## src/rtl/tlu_ctrl_pkg.sv

```systemverilog
// Shared types and constants for the TLU trigger controller.
package tlu_ctrl_pkg;

  typedef enum logic [2:0] {
    S_IDLE     = 3'd0,
    S_WAIT_CNT = 3'd1,
    S_START    = 3'd2,
    S_READOUT  = 3'd3,
    S_DEAD     = 3'd4
  } state_t;

  localparam logic MODE_TLU = 1'b0;
  localparam logic MODE_INT = 1'b1;

  localparam logic [15:0] TAG_TIMEOUT = 16'hFFFF;

endpackage

```

## src/rtl/tlu_trigger_ctrl_sat_counter.sv

```systemverilog
// Counter with synchronous clear, increment enable and
// selectable saturate-at-max or wrap-around behaviour.
module sat_counter #(
  parameter int unsigned WIDTH    = 16,
  parameter bit          SATURATE = 1'b1
) (
  input  logic             clk,
  input  logic             rst,
  input  logic             clr,
  input  logic             inc,
  output logic [WIDTH-1:0] count
);

  logic [WIDTH-1:0] cnt_q;
  logic [WIDTH-1:0] cnt_d;

  always_comb begin
    cnt_d = cnt_q;
    if (clr) begin
      cnt_d = '0;
    end else if (inc) begin
      if (!SATURATE || (cnt_q != {WIDTH{1'b1}})) begin
        cnt_d = cnt_q + 1'b1;
      end
    end
  end

  always_ff @(posedge clk) begin
    if (rst) begin
      cnt_q <= '0;
    end else begin
      cnt_q <= cnt_d;
    end
  end

  assign count = cnt_q;

endmodule

```

## src/rtl/tlu_trigger_ctrl.sv

```systemverilog
// Trigger acceptance and readout sequencer behind tlu_handshake:
// one tagged readout per accepted trigger, busy held through dead time.
module tlu_trigger_ctrl
  import tlu_ctrl_pkg::*;
#(
  parameter int unsigned CNT_TIMEOUT = 4096,
  parameter int unsigned RO_TIMEOUT  = 65535,
  parameter int unsigned DEAD_CYCLES = 16
) (
  input  logic        CLK,
  input  logic        RST_SYS,
  input  logic        ENABLE,
  input  logic        MODE,
  input  logic        TRIGGER_VALID,
  input  logic        TRIGGER_CNT_VALID,
  input  logic [15:0] TRIGGER_CNT,
  input  logic        INT_TRIG,
  input  logic        READOUT_DONE,
  input  logic        FIFO_PROG_FULL,
  output logic        DUT_BUSY,
  output logic        READOUT_START,
  output logic [15:0] TRIG_TAG,
  output logic        TAG_VALID,
  output logic [31:0] ACCEPT_CNT,
  output logic [15:0] MISS_CNT,
  output logic        CNT_TO_FLAG,
  output logic        RO_TO_FLAG
);

  localparam logic [15:0] CNT_LAST  = 16'(CNT_TIMEOUT - 1);
  localparam logic [15:0] RO_LAST   = 16'(RO_TIMEOUT - 1);
  localparam logic [15:0] DEAD_LAST = 16'(DEAD_CYCLES - 1);

  state_t      state_q, state_d;
  logic [15:0] timer_q, timer_d;
  logic [15:0] tag_q, tag_d;
  logic [15:0] itag_q, itag_d;
  logic        mode_q, mode_d;
  logic        tv_q, tv_d;
  logic        cnt_to_q, cnt_to_d;
  logic        ro_to_q, ro_to_d;

  logic        in_idle;
  logic        eff_mode;
  logic        trig;
  logic        accept;
  logic        miss;

  assign in_idle  = (state_q == S_IDLE);
  // MODE is only followed while idle; a running sequence keeps its mode.
  assign eff_mode = in_idle ? MODE : mode_q;
  assign trig     = (eff_mode == MODE_INT) ? INT_TRIG
                                           : (TRIGGER_VALID & ~tv_q);
  assign accept   = in_idle & trig & ENABLE & ~FIFO_PROG_FULL;
  assign miss     = trig & ~accept;

  always_comb begin
    state_d  = state_q;
    tag_d    = tag_q;
    itag_d   = itag_q;
    mode_d   = eff_mode;
    tv_d     = TRIGGER_VALID;
    cnt_to_d = cnt_to_q;
    ro_to_d  = ro_to_q;
    case (state_q)
      S_IDLE: begin
        if (accept) begin
          if (eff_mode == MODE_INT) begin
            tag_d   = itag_q;
            state_d = S_START;
          end else begin
            state_d = S_WAIT_CNT;
          end
        end
      end
      S_WAIT_CNT: begin
        if (TRIGGER_CNT_VALID) begin
          tag_d   = TRIGGER_CNT;
          state_d = S_START;
        end else if (timer_q == CNT_LAST) begin
          cnt_to_d = 1'b1;
          tag_d    = TAG_TIMEOUT;
          state_d  = S_START;
        end
      end
      S_START: begin
        itag_d  = itag_q + 16'd1;
        state_d = S_READOUT;
      end
      S_READOUT: begin
        if (READOUT_DONE) begin
          state_d = S_DEAD;
        end else if (timer_q == RO_LAST) begin
          ro_to_d = 1'b1;
          state_d = S_DEAD;
        end
      end
      S_DEAD: begin
        if (timer_q == DEAD_LAST) begin
          state_d = S_IDLE;
        end
      end
      default: state_d = S_IDLE;
    endcase
    // One timer serves every state; restart it on each transition.
    timer_d = (state_d != state_q) ? 16'd0 : timer_q + 16'd1;
  end

  always_ff @(posedge CLK) begin
    if (RST_SYS) begin
      state_q  <= S_IDLE;
      timer_q  <= '0;
      tag_q    <= '0;
      itag_q   <= '0;
      mode_q   <= MODE_TLU;
      tv_q     <= 1'b0;
      cnt_to_q <= 1'b0;
      ro_to_q  <= 1'b0;
    end else begin
      state_q  <= state_d;
      timer_q  <= timer_d;
      tag_q    <= tag_d;
      itag_q   <= itag_d;
      mode_q   <= mode_d;
      tv_q     <= tv_d;
      cnt_to_q <= cnt_to_d;
      ro_to_q  <= ro_to_d;
    end
  end

  sat_counter #(
    .WIDTH    (16),
    .SATURATE (1'b1)
  ) u_miss_cnt (
    .clk   (CLK),
    .rst   (RST_SYS),
    .clr   (1'b0),
    .inc   (miss),
    .count (MISS_CNT)
  );

  sat_counter #(
    .WIDTH    (32),
    .SATURATE (1'b0)
  ) u_accept_cnt (
    .clk   (CLK),
    .rst   (RST_SYS),
    .clr   (1'b0),
    .inc   (state_q == S_START),
    .count (ACCEPT_CNT)
  );

  assign DUT_BUSY      = in_idle ? (FIFO_PROG_FULL | ~ENABLE) : 1'b1;
  assign READOUT_START = (state_q == S_START);
  assign TAG_VALID     = (state_q == S_START);
  assign TRIG_TAG      = tag_q;
  assign CNT_TO_FLAG   = cnt_to_q;
  assign RO_TO_FLAG    = ro_to_q;

endmodule

```

## config.mk

```make
export PLATFORM = sky130hd
export DESIGN_NAME = tlu_trigger_ctrl
export DESIGN_NICKNAME = d
export VERILOG_FILES = /design/src/rtl/tlu_ctrl_pkg.sv /design/src/rtl/tlu_trigger_ctrl_sat_counter.sv /design/src/rtl/tlu_trigger_ctrl.sv
export SDC_FILE = /design/constraint.sdc
export NUM_CORES = 1
export LEC_CHECK = 0
export ABC_AREA = 1
export CAP_MARGIN = 40
export CELL_PAD_IN_SITES_DETAIL_PLACEMENT = 0
export CELL_PAD_IN_SITES_GLOBAL_PLACEMENT = 1
export CORE_MARGIN = 10
export CORE_UTILIZATION = 41
export DETAILED_ROUTE_END_ITERATION = 16
export DONT_BUFFER_PORTS = 1
export GPL_TIMING_DRIVEN = 1
export HOLD_SLACK_MARGIN = 0.06
export PLACE_DENSITY = 0.72
export SYNTH_ARGS = -nofsm -noshare
export SYNTH_HDL_FRONTEND = slang
export SYNTH_SLANG_ARGS = --single-unit
```

## constraint.sdc

```tcl
create_clock -name CLK -period 1.9 [get_ports CLK]
set_clock_uncertainty 0.2 [all_clocks]
set_input_delay 0.095 -clock CLK [delete_from_list [all_inputs] [get_ports CLK]]
set_output_delay 0.095 -clock CLK [all_outputs]
set_load 0.01 [all_outputs]
```

; ---- Yosys cells after proc, flatten, opt, wreduce, memory -nomap -nowiden
; Cells that the tools add are included.
[classes]
add_sub_neg = 4
n_eq_ne = 12
n_mux = 16
bitwise_logic = 12
reduce_logical = 7
[op_table]
columns = operator, count
row1 = $mux 16, 4
row2 = $add 16x1->16 const B, 3
row3 = $add 32x1->32 const B, 1
row4 = $pmux 16 s2, 1
row5 = $mux 3, 6
row6 = $eq 16x12->1 const B, 1
row7 = $eq 16x16->1 const B, 1
row8 = $eq 16x4->1 const B, 1
row9 = $ne 16x16->1 const B, 1
row10 = $pmux 3 s5, 1
row11 = $eq 3x2->1 const B, 2
row12 = $not 1->1, 6
row13 = $reduce_and 3->1, 2
row14 = $and 1x1->1, 5
row15 = $ne 2x1->1 const B, 2
row16 = $reduce_and 4->1, 1
row17 = $eq 3x1->1 const B, 1
row18 = $eq 3x3->1 const B, 1
row19 = $logic_not 3->1, 1
row20 = $mux 1, 3
row21 = $ne 3x3->1, 1
row22 = $ne 3x3->1 const B, 1
row23 = $mux 2, 1
row24 = $reduce_and 2->1, 1
row25 = other kinds (3), 3
[totals]
reg_bits = 103
inputBits = 25
output_inout_bits = 69
wordCells = 61

; ---- Longest topological paths before layout
[logic_depth]
ltp_word = 10
depth_mapped = 13
mapped_depth_nobuf = 12

; ---- Hierarchy
; Synthesis repeated with hierarchy kept, for this count alone.
[hier_totals]
cells_unflattened = 840
hier_area_um2 = 5591.6
[modules_own_cells]
columns = mod, n_inst, cells_per_inst, area_each_um2, seq_area_each_um2
row1 = tlu_trigger_ctrl, 1, 403, 2797.7, 1101.1
row2 = sat_counter (u_accept_cnt), 1, 284, 1840.5, 640.6
row3 = sat_counter (u_miss_cnt), 1, 153, 953.4, 320.3

; ---- Worst setup path before layout
; OpenSTA, ideal clock, no wires.
[synth_path]
kind = reg2reg
startpoint = register u_miss_cnt.cnt_q[0] (netlist: u_miss_cnt.count[0])
endpoint = register u_miss_cnt.cnt_q[12] (netlist: u_miss_cnt.count[12])
setup_ns = 0.070
t_arrival_ns = 1.581
t_required_ns = 1.630
setup_slack_ns = 0.049
stages_incl_launch_ff = 9
path_buffers = 0
period_less_slack_ns = 1.851
cell_sequence = dfxtp_1 ha_1 nand2_1 nor3_1 inv_1 nor3_1 xor2_1 nand2_1 a21oi_1
[synth_between]
elab_chain_len = 2
word_cells_on_any_way = 3
cone_classes = add/sub (1) / eq/ne (1) / reduce/logical (1)
[synth_rtl]
columns = item, line
row1 = from (decl), tlu_trigger_ctrl_sat_counter.sv:14  ; logic [WIDTH-1:0] cnt_q;
row2 = from (signal assigned), tlu_trigger_ctrl_sat_counter.sv:32  ; cnt_q <= cnt_d;
row3 = "parallel branches: the longest is 2 deep, another holds $add 16x1->16", n/a
; Several ways; the timed one is not identified.
; A chain may end at the register's enable or synchronous reset.

; ---- Final worst setup path
[layout_path]
startpoint = register state_q[1]
endpoint = register timer_q[1]
[layout_between]
elab_chain_len = 10
word_cells_on_any_way = 20
cone_classes = eq/ne (5) / mux (10) / bitwise (3) / reduce/logical (2)
[layout_rtl]
columns = item, line
row1 = from (decl), tlu_trigger_ctrl.sv:34  ; state_t state_q, state_d;
row2 = from (signal assigned), tlu_trigger_ctrl.sv:120  ; state_q <= state_d;
row3 = $logic_not 3->1, "tlu_trigger_ctrl.sv:49, tlu_trigger_ctrl.sv:65"
row4 = $mux 1, tlu_trigger_ctrl.sv:51  ; assign eff_mode = in_idle ? MODE : mode_q;
row5 = $mux 1, tlu_trigger_ctrl.sv:52  ; assign trig = (eff_mode == MODE_INT) ? INT_TRIG
row6 = $and 1x1->1 (3 in series), tlu_trigger_ctrl.sv:54  ; assign accept = in_idle & trig & ENABLE & ~FIFO_PROG_FULL;
row7 = $mux 3, tlu_trigger_ctrl.sv:67  ; if (accept) begin
row8 = $pmux 3 s5, tlu_trigger_ctrl.sv:65  ; case (state_q)
row9 = $ne 3x3->1 *, tlu_trigger_ctrl.sv:106  ; timer_d = (state_d != state_q) ? 16'd0 : timer_q + 16'd1;
row10 = $reduce_or 2->1 (no line) *, n/a
row11 = to (signal assigned), tlu_trigger_ctrl.sv:121  ; timer_q <= timer_d;
row12 = to (decl), tlu_trigger_ctrl.sv:35  ; logic [15:0] timer_q, timer_d;
; Mark *: on every way between the ends. The rest lies on a longest branch, timed or not.

==> results.md <==
- The commonest cells after synthesis are nand2_1 (171), dfxtp_1 (103), inv_1 (101).
- Summing the areas of all compound-gate instances in the mapped netlist gives approximately 14% of the synthesized area.
- The final critical-path required period is 2.04 ns.
- Ranked by total cell area, the synthesized netlist is headed by dfxtp_1 (39%), nand2_1 (12%), inv_1 (7.1%).
- The CTS sink count is approximately 100.
- The area share of the largest cell type after synthesis is just under 40%.
- In this run the number of cells on the critical path is 10.
- The average routed wire per standard cell is 14.7 um.
- The largest stage delay on the critical path is around 0.37 ns.
- The number of warnings reported in the yosys synthesis log is 0.
- The post-detailed-routing wire length is 16300 um.
- The proportion of synthesized flip-flops having asynchronous set or reset is 0%.
- For the pin with the worst max-slew slack, the measured transition is 0.399 ns.
- Setup violations remaining at the end of the flow were counted as 16.
- The die area is 18000 um2.
- From bottom edge to top edge, the die measures between 100 and 150 um.
- The critical path in this run is classified as flip-flop to flip-flop.
- The area share of and/or/nand/nor cells after synthesis is approximately 31%.
- The peak ir drop on the vdd network is roughly 0.00039 V.
- After Yosys synthesis, XOR and XNOR cells account for approximately 5.7% of the synthesized area.
- The adder-cell area share of the yosys netlist is between 1 and 1.5%.
- The critical path launch point type is a flip-flop.
- Static timing analysis puts the maximum clock frequency at between 0.4 and 0.5 GHz.
- The mapped netlist covers ~5300 um2.
- The slowest stage of the critical path is the dfxtp_4 cell.
- After layout, the worst setup slack is -0.135 ns.
- The die outline width is between 100 and 150 um.
- The final sum of negative setup slack is -1.82 ns.
- The number of synthesized flops with an enable pin is 0.
- The checks that failed: negative setup slack.
- The share of the cycle needed by the critical path after routing is 107%.
- The post-synthesis instance total is around 800.
- The first global-routing pass estimated about 26000 um of wire.
- The number of buffers on the longest clock path is 2.
- The cell repeated most along the worst path is nand2_2.
- The global-route track usage on met2 is 27.9%.
- Measured on the finished design, the core utilization comes to about three fifths.
- The dominant delay contributor by cell family on the critical path is simple AND/OR/NAND/NOR gates.
- For this run, global-route usage on met3 was measured as 4.97%.
- The critical path data arrival time is approximately 2.1 ns.
- The worst hold path passes through 4 cells.
- In the global route stage, met1 resource usage came out at 21.0%.
- The placeable core region is between 10000 and 15000 um2.
- The mux contribution to synthesized area is 0%.
- The layout cell share with drive strength beyond 1 is between 20% and 30%.
- In this run, flip-flops and latches consume between 40 and 50% of the power.
- The max capacitance violation total is 0.
- The residual antenna-violating net count after detailed routing is 0.
- Headroom to the max-slew limit came out at 73.2%.
- The number of primary I/O pins is between 90 and 100.
- The count of standard-cell rows is slightly above 40.
- After clock tree synthesis, the clock-pin slew on the worst setup and hold paths is ~0.07 ns.
- CTS placed an instance of clkbuf_16 at the clock tree root.
- In the routed layout, each cell is associated on average with a via count of roughly 5.0.
- The routed layout has ~5500 vias.
- The post-synthesis to final-layout area growth is 41.4%.
- The run finished, with violations left.
- The number of DRC markers after the initial detailed-route iteration is between 300 and 400.
- The worst min-delay path class is input port to flip-flop.
- The main flop type after synthesis is dfxtp_1.
- The maximum number of pins on one net before global-route repair is 47.
- The total number of nets in the final design is 960.
- The first detailed-routing pass took 5 iterations.
- Total power for the finished layout comes to just over 5 mW.
- The H-tree was split into 3 levels.
- Together, buffers and inverters on the worst path number 1.
- The initial antenna violation count came to 0.
- The HPWL after detailed placement is between 10000 and 15000 um.
- The number of hold violations in the final report is 0.
- The switching part of the total power is about 29%.
- The count of buffers inserted at the top-level ports is 0.
- The max-slew violation total from the final report is 0.
- The TritonCTS clock tree is built.
- The unique cell type count in the Yosys netlist is 35.
- The overall global routing resource usage is between 10% and 20%.
- For this configuration, the core starts out at a cell density of around 42%.
- The worst setup path is captured at a flip-flop.
- The dominant cell by count in the synthesized netlist is nand2_1.
- Of the total power, combinational logic draws between 10% and 20%.
- The worst-case reg-to-reg path depth is 10.
- Each instance of the synthesized netlist takes up on average between 6 and 7 um2.
- The most utilized layer in the global route result is met2.
- The total CTS buffers is 9.
- The clock reaches the later pin of the worst-skew pair after ~0.36 ns.
- The largest family of logic cells by synthesized area is simple AND/OR/NAND/NOR gates.
- The total overflow left after global routing is 0.
- The analysis attributes to cell leakage a power of around 3 nW.
- The weighted congestion at the end of routability-driven global placement is ~0.86.
- The number of global-route vias before repair is ~5300.
- In the routed design, unresolved DRC markers number 0.
- The post-synthesis net count is roughly 820.
- Traced cell by cell, the critical path runs through nor2_4 -> buf_6 -> nand3_2 -> nand2_2 -> nand2_2 -> nand2_2 -> nand4_1 -> nand3_4 -> nand2_8 -> nor3_4.
- The proportion of synthesized chip area in sequential cells is between 30% and 40%.
- For this design the ratio of total power to cell area is roughly 690 nW/um2.
- STA puts the critical path data required time at between 1.5 and 2 ns.
- Setup repair after global routing could not meet its margin everywhere.
- The internal power of the cells totals 3.69 mW.
- The finished cells cover approximately 7500 um2.
- The number of register bits inferred by synthesis is approximately 100.
- Summed over all nets, the switching power comes to roughly 1.5 mW.
- The clock network burns a little over a third of the power.
- In this run the worst path has a maximum fanout of 8.
- The cell area reported after detailed placement is around 6300 um2.
- 0 antenna diodes ended up in the layout.
- dfxtp_1 takes more of the synthesized area than any other cell.
-- power groups by stage --
stage	Combinational (mW)	Sequential, mW	Clock (mW)
after global routing	1.03	2.39	1.98
after global placement	0.556	2.41	0
after detailed placement	0.570	2.41	0
after CTS	0.707	2.37	1.91
after floorplan	0.389	2.40	0
final	0.948	2.37	1.86
-- layout make-up --
cell class / count / area [um2]
Timing Repair Buffer: 156 / 1340
Multi-Input combinational cell: 557 / 3230
Sequential cell: 103 / 2080
Clock buffer: 10 / 229
Fill cell: 1187 / 5120
Inverter: 103 / 389
Clock inverter: 6 / 61.3
Tap cell: 172 / 215
-- sequential cells by signal, summed over array words and instances, names as in the netlist --
name                flops
u_accept_cnt.count     32
TRIG_TAG               16
itag_q                 16
timer_q                16
u_miss_cnt.count       16
state_q                 3
CNT_TO_FLAG             1
RO_TO_FLAG              1
mode_q                  1
tv_q                    1
-- layer usage --
metal,vias to the layer above,share of wire (%)
met3,21,6.4
met2,110,48
met4,0,2.3
li1,2839,-
met1,2565,43
met5,-,0
-- worst min-delay path, stage by stage --
cell     delay, ns
inv_1         0.07
buf_4         0.20
a31oi_1       0.11
nor2_1        0.08
-- through the flow --
step | setup WS [ns] | std cells | hold slack [ns]
finish | -0.135 | 1107 | 0.0334
CTS | -0.0212 | 1086 | -0.401
detailed placement | -0.107 | 1042 | -0.0244
floorplan | 0.0491 | 785 | 0.0199
global placement | -0.0732 | 1042 | -0.0290
global route | -0.185 | 1107 | 0.122
-- final timing paths --
kind | from | slack, ns | to
worst max-delay path | state_q[1]$_SDFF_PP0_ | -0.14 | timer_q[1]$_SDFF_PP0_
worst min-delay path | TRIGGER_CNT_VALID | 0.03 | CNT_TO_FLAG$_SDFFE_PP0P_
worst max register to register | state_q[1]$_SDFF_PP0_ | -0.14 | timer_q[1]$_SDFF_PP0_
worst min register to register | itag_q[15]$_SDFFE_PP0P_ | 0.28 | itag_q[15]$_SDFFE_PP0P_
-- logic make-up (layout without fill, tap and decap cells) --
family          Yosys count  after routing
xor+xnor                 35             35
buf+inv                 127            275
simple gates            372            374
compound gates          143            143
flops                   103            103
fa+ha+maj                 5              5
-- layout by cell type (no fill, tap or decap), types with 6 or more instances in the layout --
master / Yosys / layout
nand4_1: 15 / 15
nor2_2: 6 / 13
inv_1: 101 / 97
nor2_4: 2 / 7
clkbuf_16: 0 / 10
buf_4: 1 / 120
nand2_2: 5 / 17
nor3_2: 4 / 19
nand2_1: 171 / 154
nor3_1: 40 / 16
nor2_1: 78 / 66
nand3_1: 32 / 26
xor2_1: 20 / 20
xnor2_1: 15 / 15
dlygate4sd3_1: 0 / 26
o21ai_0: 66 / 59
nor3_4: 1 / 10
a21oi_1: 69 / 66
dfxtp_1: 103 / 92
o21ai_1: 0 / 6
dfxtp_2: 0 / 8
-- what timing repair did --
item | CTS | global route
endpoints found under the hold margin | 103 | 58
resized for setup | 28 | 101
setup buffers | 3 | 15
hold buffers | 23 | 4
pin swaps | 7 | 28
endpoints found under the setup margin | 47 | 78
cloned | 2 | 2
Power figures use the tool's default switching activity.
